--- src/rtl/srm_pkg.sv ---
// rtl/srm_pkg.sv - shared constants, codes and state encoding for the SRM controller (SRM_ILLEGAL_TRAP_EN adds HALT)
package srm_pkg;
    localparam logic [2:0] OPC_MOV = 3'b110;
    localparam logic [2:0] OPC_ALU = 3'b101;

    localparam logic [1:0] OP_MOV_REG = 2'b00;
    localparam logic [1:0] OP_MOV_IMM = 2'b10;
    localparam logic [1:0] OP_ADD     = 2'b00;
    localparam logic [1:0] OP_CMP     = 2'b01;
    localparam logic [1:0] OP_AND     = 2'b10;
    localparam logic [1:0] OP_MVN     = 2'b11;

    localparam logic [1:0] SH_NONE = 2'b00;
    localparam logic [1:0] SH_LSL  = 2'b01;
    localparam logic [1:0] SH_LSR  = 2'b10;
    localparam logic [1:0] SH_ASR  = 2'b11;

    localparam logic [1:0] ALU_ADD = 2'b00;
    localparam logic [1:0] ALU_SUB = 2'b01;
    localparam logic [1:0] ALU_AND = 2'b10;
    localparam logic [1:0] ALU_NOT = 2'b11;

    localparam logic [1:0] VSEL_C   = 2'b00;
    localparam logic [1:0] VSEL_IMM = 2'b10;

    typedef enum logic [2:0] {
        CL_ILLEGAL,
        CL_MOV_IMM,
        CL_MOV_REG,
        CL_ALU,
        CL_CMP,
        CL_MVN
    } iclass_e;

    typedef enum logic [2:0] {
        S_WAIT,
        S_DECODE,
        S_WRITE_IMM,
        S_GET_A,
        S_GET_B,
        S_EXEC,
        S_WRITE_REG
`ifdef SRM_ILLEGAL_TRAP_EN
        , S_HALT
`endif
    } state_e;
endpackage

--- src/rtl/srm_instr_dec.sv ---
// rtl/srm_instr_dec.sv - combinational field extraction, sign extension and class decode of the IR
module srm_instr_dec
    import srm_pkg::*;
#(
    parameter int IW = 16
) (
    input  logic [IW-1:0] ir,
    output logic [1:0]    op,
    output logic [2:0]    rn,
    output logic [2:0]    rd,
    output logic [1:0]    sh,
    output logic [2:0]    rm,
    output logic [IW-1:0] sximm8,
    output logic [IW-1:0] sximm5,
    output iclass_e       iclass
);
    logic [2:0] opcode;

    assign opcode = ir[15:13];
    assign op     = ir[12:11];
    assign rn     = ir[10:8];
    assign rd     = ir[7:5];
    assign sh     = ir[4:3];
    assign rm     = ir[2:0];
    assign sximm8 = {{(IW-8){ir[7]}}, ir[7:0]};
    assign sximm5 = {{(IW-5){ir[4]}}, ir[4:0]};

    always_comb begin
        iclass = CL_ILLEGAL;
        if (opcode == OPC_MOV) begin
            if (op == OP_MOV_IMM)
                iclass = CL_MOV_IMM;
            else if (op == OP_MOV_REG)
                iclass = CL_MOV_REG;
        end else if (opcode == OPC_ALU) begin
            case (op)
                OP_CMP:  iclass = CL_CMP;
                OP_MVN:  iclass = CL_MVN;
                default: iclass = CL_ALU;
            endcase
        end
    end
endmodule

--- src/rtl/srm_controller.sv ---
// rtl/srm_controller.sv - SRM instruction decoder and control FSM; SRM_ILLEGAL_TRAP_EN traps illegal opcodes in HALT
module srm_controller
    import srm_pkg::*;
#(
    parameter int IW = 16
) (
    input  logic          clk,
    input  logic          rst_n,
    input  logic          s,
    input  logic [IW-1:0] in,
    output logic          w,
    output logic [2:0]    rnum,
    output logic          write,
    output logic [1:0]    vsel,
    output logic          loada,
    output logic          loadb,
    output logic          loadc,
    output logic          loads,
    output logic          asel,
    output logic          bsel,
    output logic [1:0]    shift,
    output logic [1:0]    aluop,
    output logic [IW-1:0] sximm8,
    output logic [IW-1:0] sximm5,
    output logic          err
);
    state_e        state_q, state_d;
    logic [IW-1:0] ir_q, ir_d;
    logic [1:0]    op;
    logic [2:0]    rn, rd, rm;
    logic [1:0]    sh;
    iclass_e       iclass;

    logic       w_q, w_d, write_q, write_d;
    logic [2:0] rnum_q, rnum_d;
    logic [1:0] vsel_q, vsel_d, shift_q, shift_d, aluop_q, aluop_d;
    logic       loada_q, loada_d, loadb_q, loadb_d;
    logic       loadc_q, loadc_d, loads_q, loads_d, asel_q, asel_d;

    srm_instr_dec #(.IW(IW)) u_dec (
        .ir     (ir_q),
        .op     (op),
        .rn     (rn),
        .rd     (rd),
        .sh     (sh),
        .rm     (rm),
        .sximm8 (sximm8),
        .sximm5 (sximm5),
        .iclass (iclass)
    );

    always_comb begin
        state_d = state_q;
        ir_d    = ir_q;
        case (state_q)
            S_WAIT: if (s) begin
                ir_d    = in;
                state_d = S_DECODE;
            end
            S_DECODE: case (iclass)
                CL_MOV_IMM:          state_d = S_WRITE_IMM;
                CL_MOV_REG, CL_MVN:  state_d = S_GET_B;
                CL_ALU, CL_CMP:      state_d = S_GET_A;
`ifdef SRM_ILLEGAL_TRAP_EN
                default:             state_d = S_HALT;
`else
                default:             state_d = S_WAIT;
`endif
            endcase
            S_GET_A:  state_d = S_GET_B;
            S_GET_B:  state_d = S_EXEC;
            S_EXEC:   state_d = (iclass == CL_CMP) ? S_WAIT : S_WRITE_REG;
`ifdef SRM_ILLEGAL_TRAP_EN
            S_HALT:   state_d = S_HALT;
`endif
            default:  state_d = S_WAIT;
        endcase
    end

    // Outputs are registered by decoding the next state; the IR only changes on
    // entry to DECODE, where every strobe is 0, so the current IR decode is valid.
    always_comb begin
        w_d     = 1'b0;
        rnum_d  = 3'd0;
        write_d = 1'b0;
        vsel_d  = VSEL_C;
        loada_d = 1'b0;
        loadb_d = 1'b0;
        loadc_d = 1'b0;
        loads_d = 1'b0;
        asel_d  = 1'b0;
        shift_d = SH_NONE;
        aluop_d = ALU_ADD;
        case (state_d)
            S_WAIT: w_d = 1'b1;
            S_WRITE_IMM: begin
                rnum_d  = rn;
                vsel_d  = VSEL_IMM;
                write_d = 1'b1;
            end
            S_GET_A: begin
                rnum_d  = rn;
                loada_d = 1'b1;
            end
            S_GET_B: begin
                rnum_d  = rm;
                loadb_d = 1'b1;
            end
            S_EXEC: begin
                shift_d = sh;
                aluop_d = (iclass == CL_MOV_REG) ? ALU_ADD : op;
                asel_d  = (iclass == CL_MOV_REG) || (iclass == CL_MVN);
                loads_d = (iclass == CL_CMP);
                loadc_d = (iclass != CL_CMP);
            end
            S_WRITE_REG: begin
                rnum_d  = rd;
                write_d = 1'b1;
            end
            default: ;
        endcase
    end

    always_ff @(posedge clk or negedge rst_n) begin
        if (!rst_n) begin
            state_q <= S_WAIT;
            ir_q    <= '0;
            w_q     <= 1'b1;
            rnum_q  <= 3'd0;
            write_q <= 1'b0;
            vsel_q  <= VSEL_C;
            loada_q <= 1'b0;
            loadb_q <= 1'b0;
            loadc_q <= 1'b0;
            loads_q <= 1'b0;
            asel_q  <= 1'b0;
            shift_q <= SH_NONE;
            aluop_q <= ALU_ADD;
        end else begin
            state_q <= state_d;
            ir_q    <= ir_d;
            w_q     <= w_d;
            rnum_q  <= rnum_d;
            write_q <= write_d;
            vsel_q  <= vsel_d;
            loada_q <= loada_d;
            loadb_q <= loadb_d;
            loadc_q <= loadc_d;
            loads_q <= loads_d;
            asel_q  <= asel_d;
            shift_q <= shift_d;
            aluop_q <= aluop_d;
        end
    end

    assign w     = w_q;
    assign rnum  = rnum_q;
    assign write = write_q;
    assign vsel  = vsel_q;
    assign loada = loada_q;
    assign loadb = loadb_q;
    assign loadc = loadc_q;
    assign loads = loads_q;
    assign asel  = asel_q;
    assign bsel  = 1'b0;
    assign shift = shift_q;
    assign aluop = aluop_q;
`ifdef SRM_ILLEGAL_TRAP_EN
    assign err   = (state_q == S_HALT);
`else
    assign err   = 1'b0;
`endif
endmodule

--- config.mk ---
export PLATFORM = sky130hd
export DESIGN_NAME = srm_controller
export DESIGN_NICKNAME = d
export VERILOG_FILES = /design/src/rtl/srm_pkg.sv /design/src/rtl/srm_instr_dec.sv /design/src/rtl/srm_controller.sv
export SDC_FILE = /design/constraint.sdc
export NUM_CORES = 1
export LEC_CHECK = 0
export ABC_AREA = 1
export BUFFER_PORTS_ARGS = -buffer_cell sky130_fd_sc_hd__buf_2
export CORE_MARGIN = 2
export CORE_UTILIZATION = 45
export DETAILED_ROUTE_END_ITERATION = 12
export GPL_TIMING_DRIVEN = 1
export PLACE_DENSITY_LB_ADDON = 0.15
export SLEW_MARGIN = 20
export SYNTH_ARGS = -nofsm -noshare
export SYNTH_HDL_FRONTEND = slang
export SYNTH_SLANG_ARGS = --single-unit
--- constraint.sdc ---
create_clock -name clk -period 3.9 [get_ports clk]
set_clock_uncertainty 0.2 [all_clocks]
set_input_delay 0.78 -clock clk [delete_from_list [all_inputs] [get_ports clk]]
set_output_delay 0.78 -clock clk [all_outputs]
set_load 0.005 [all_outputs]
==> flow_summary.toml <==
[cells_and_area]
finalNonFillerCells = 239
layout.nets = 211
num-fill-cells = 332
area_delta_synth_final_pct = 11.2
n_antenna_cell = 0
drive_above_1_share = 0.482
multiInputGateArea_um2 = 467
seq_area_um2 = 852

[timing]
finalCritPeriodShare = 0.515
drv_slew = 0
min_period_ps = 2010
fmax_ghz = 0.498
fin_setup_tns_ps = 0
final-hold-violation-count = 0
setup_violations = 0
grt_setup_unrepaired = "false"
setup_slack_ps = 1890
tightest_slew_ps = 726
slew_headroom = 0.516

[placement]
hpwlAfterDp_um = 2050
io_buffers = 65
gp_congestion = 0.790
dp.cells = 231
place_ws_ps = 1720

[drt]
routed-via-count = 1059
routedWlPerCell_um = 11.4
drc_errors = 0
wirelength_um = 2720
dr.pass1.iters = 4
detail-route-antenna-nets = 0
drt_iter0_drc = 51
highest-signal-layer = "met4"
dr_wl_met3_um = 209
via_per_inst = 4.43
dr_wl_met2_um = 1310
wl_met1_um = 1140

[yosys]
syn_area_um2 = 1640
yosysTopAreaCell = "dfrtp_1"
synth_edf_count = 0
dominantRegCellSynth = "dfrtp_1"
yosysTopAreaCellShare = 0.503
yosysMostFrequentCell = "buf_4"
yosys-top-cells-area = "dfrtp_1 50%, buf_4 16%, mux2_4 11%"
netlist_instances = 155
synth_cell_types = 19
synth-seq-cells = 34
yosysWarnings = 0
postSynthAreaPerCell_um2 = 10.6
yosys-top-cells-count = "35 x buf_4, 33 x dfrtp_1, 16 x nor2_1"
yosysSeqAreaShare = 0.519
synthArstFlopShare = 1.00

[critical_path]
regToRegEndpoint = "ir_q[9]"
worst_ep_required_time_ps = 2920
start_kind = "register"
slowest_delay_ps = 510
crit_path_start = "ir_q[4]"
worstRegToRegCells = 3
cp-endpoint = "sximm5[9]"
critical_path.slowest_cell = "dfrtp_1"
critPathTopFamily = "flip-flops"
cp_cell_sequence = "buf_2"
crit_fanout = 14
critPathBufInv = 1
cp-end-kind = "primary output"
crit_arrival_ps = 1030
critical_path_class = "register to primary output"
cp_num_cells = 1
r2r_setup_slack_ps = 2080
timing.rr.start = "state_q[1]"

[floorplan]
fp-row-count = 21
die-area_um2 = 4150
coreArea_um2 = 3420
ios = 69
start_util = 0.481
dieWidth_um = 64.4
chipHeight_um = 64.4

[grt]
grt_pass1_wl_um = 4400
grtUsageTotal = 0.141
grt_pass1_vias = 921
antenna_found_initial = 0
grt_max_degree = 35
grt.overflow.total = 0

[clock_network]
htree_levels = 2
ctsLongestPathBuffers = 2
clkLatencyLatePin_ps = 340
cts_made_buffers = 5
cts_setup_buffers = 0
cts.clk_slew.worst_paths_ps = 100
cts_tree = "built"
clock_sinks = 34
cts-resized-gates = 0
ctsHoldBuffers = 0
cts.root.buffer_cell = "clkbuf_4"

[min_path]
hp-class = "input port to asynchronous set/reset pin"

[pwr]
leakage_nw = 1.07
vdd_drop_max_uv = 273
power.total_mw = 1.43
p_per_area_nw_per_um2 = 785

[status]
status = "completed"

[job]
cap_violations = 0
routing by layer:
layer  up-vias  track usage
met3         6       0.0634
met2        29        0.217
met1       497        0.170
met4         0       0.0638
li1        527            -
met5         -            0
how the worst min path moves through the flow:
stage	depth (start not counted)	slack, ps	start	endpoint
detailed placement	2	300	ir_q[10]	rnum[2]
CTS	1	310	rst_n	loada
global route	1	340	rst_n	vsel[1]
global placement	2	300	ir_q[8]	rnum[0]
floorplan	2	270	ir_q[8]	rnum[0]
finish	1	290	rst_n	shift[1]
placed cells by master, fill, tap and decap left out:
cell type,netlist,routed
a21oi_1,7,7
buf_2,0,65
clkbuf_4,0,5
clkbuf_8,0,3
conb_1,1,3
dfrtp_1,33,33
dfstp_2,1,1
inv_1,11,11
inv_2,1,1
mux2_4,12,12
nand2_1,14,14
nand2_2,2,2
nand3_1,13,13
nand3_2,1,1
nand4_1,1,1
nor2_1,16,16
nor2_2,2,2
nor2_4,1,1
nor3_1,1,1
o21ai_0,1,1
sequential cells by signal, summed over array words and instances, names as in the netlist:
register / count
ir_q: 16
rnum: 3
state_q: 3
aluop: 2
shift: 2
asel: 1
loada: 1
loadb: 1
loadc: 1
loads: 1
vsel: 1
w: 1
write: 1
cell type report:
cell class	instances	share of cell area
repair buffers	65	0.178
multi-input cells	74	0.256
well taps	46	0.0315
flip-flops and latches	34	0.467
clock buffers	8	0.0432
inverters	12	0.0247
stage by stage:
step,util,hold WS (ps),area (um^2)
floorplan,-,265,1650
global placement,0.511,298,1750
detailed placement,0.511,297,1750
CTS,0.534,311,1830
global route,0.534,344,1830
finish,0.534,285,1830
power by group:
| part | total (mW) | switching [mW] | leakage [nW] | internal, mW |
|---|---|---|---|---|
| clock network | 0.236 | 0.112 | 0.0446 | 0.123 |
| logic | 0.592 | 0.277 | 0.595 | 0.315 |
| registers | 0.606 | 0.111 | 0.426 | 0.495 |
| total | 1.43 | 0.501 | 1.07 | 0.933 |
kinds of logic (layout without fill, tap and decap cells):
kind of cell / count (synthesis) / after routing / synth area share
buf+inv: 49 / 85 / 0.201
compound gates: 8 / 8 / 0.0244
flops: 34 / 34 / 0.519
mux: 12 / 12 / 0.110
simple gates: 51 / 51 / 0.143
other cells: 1 / 3 / 0.00228
(Power assumes the default switching activity.)
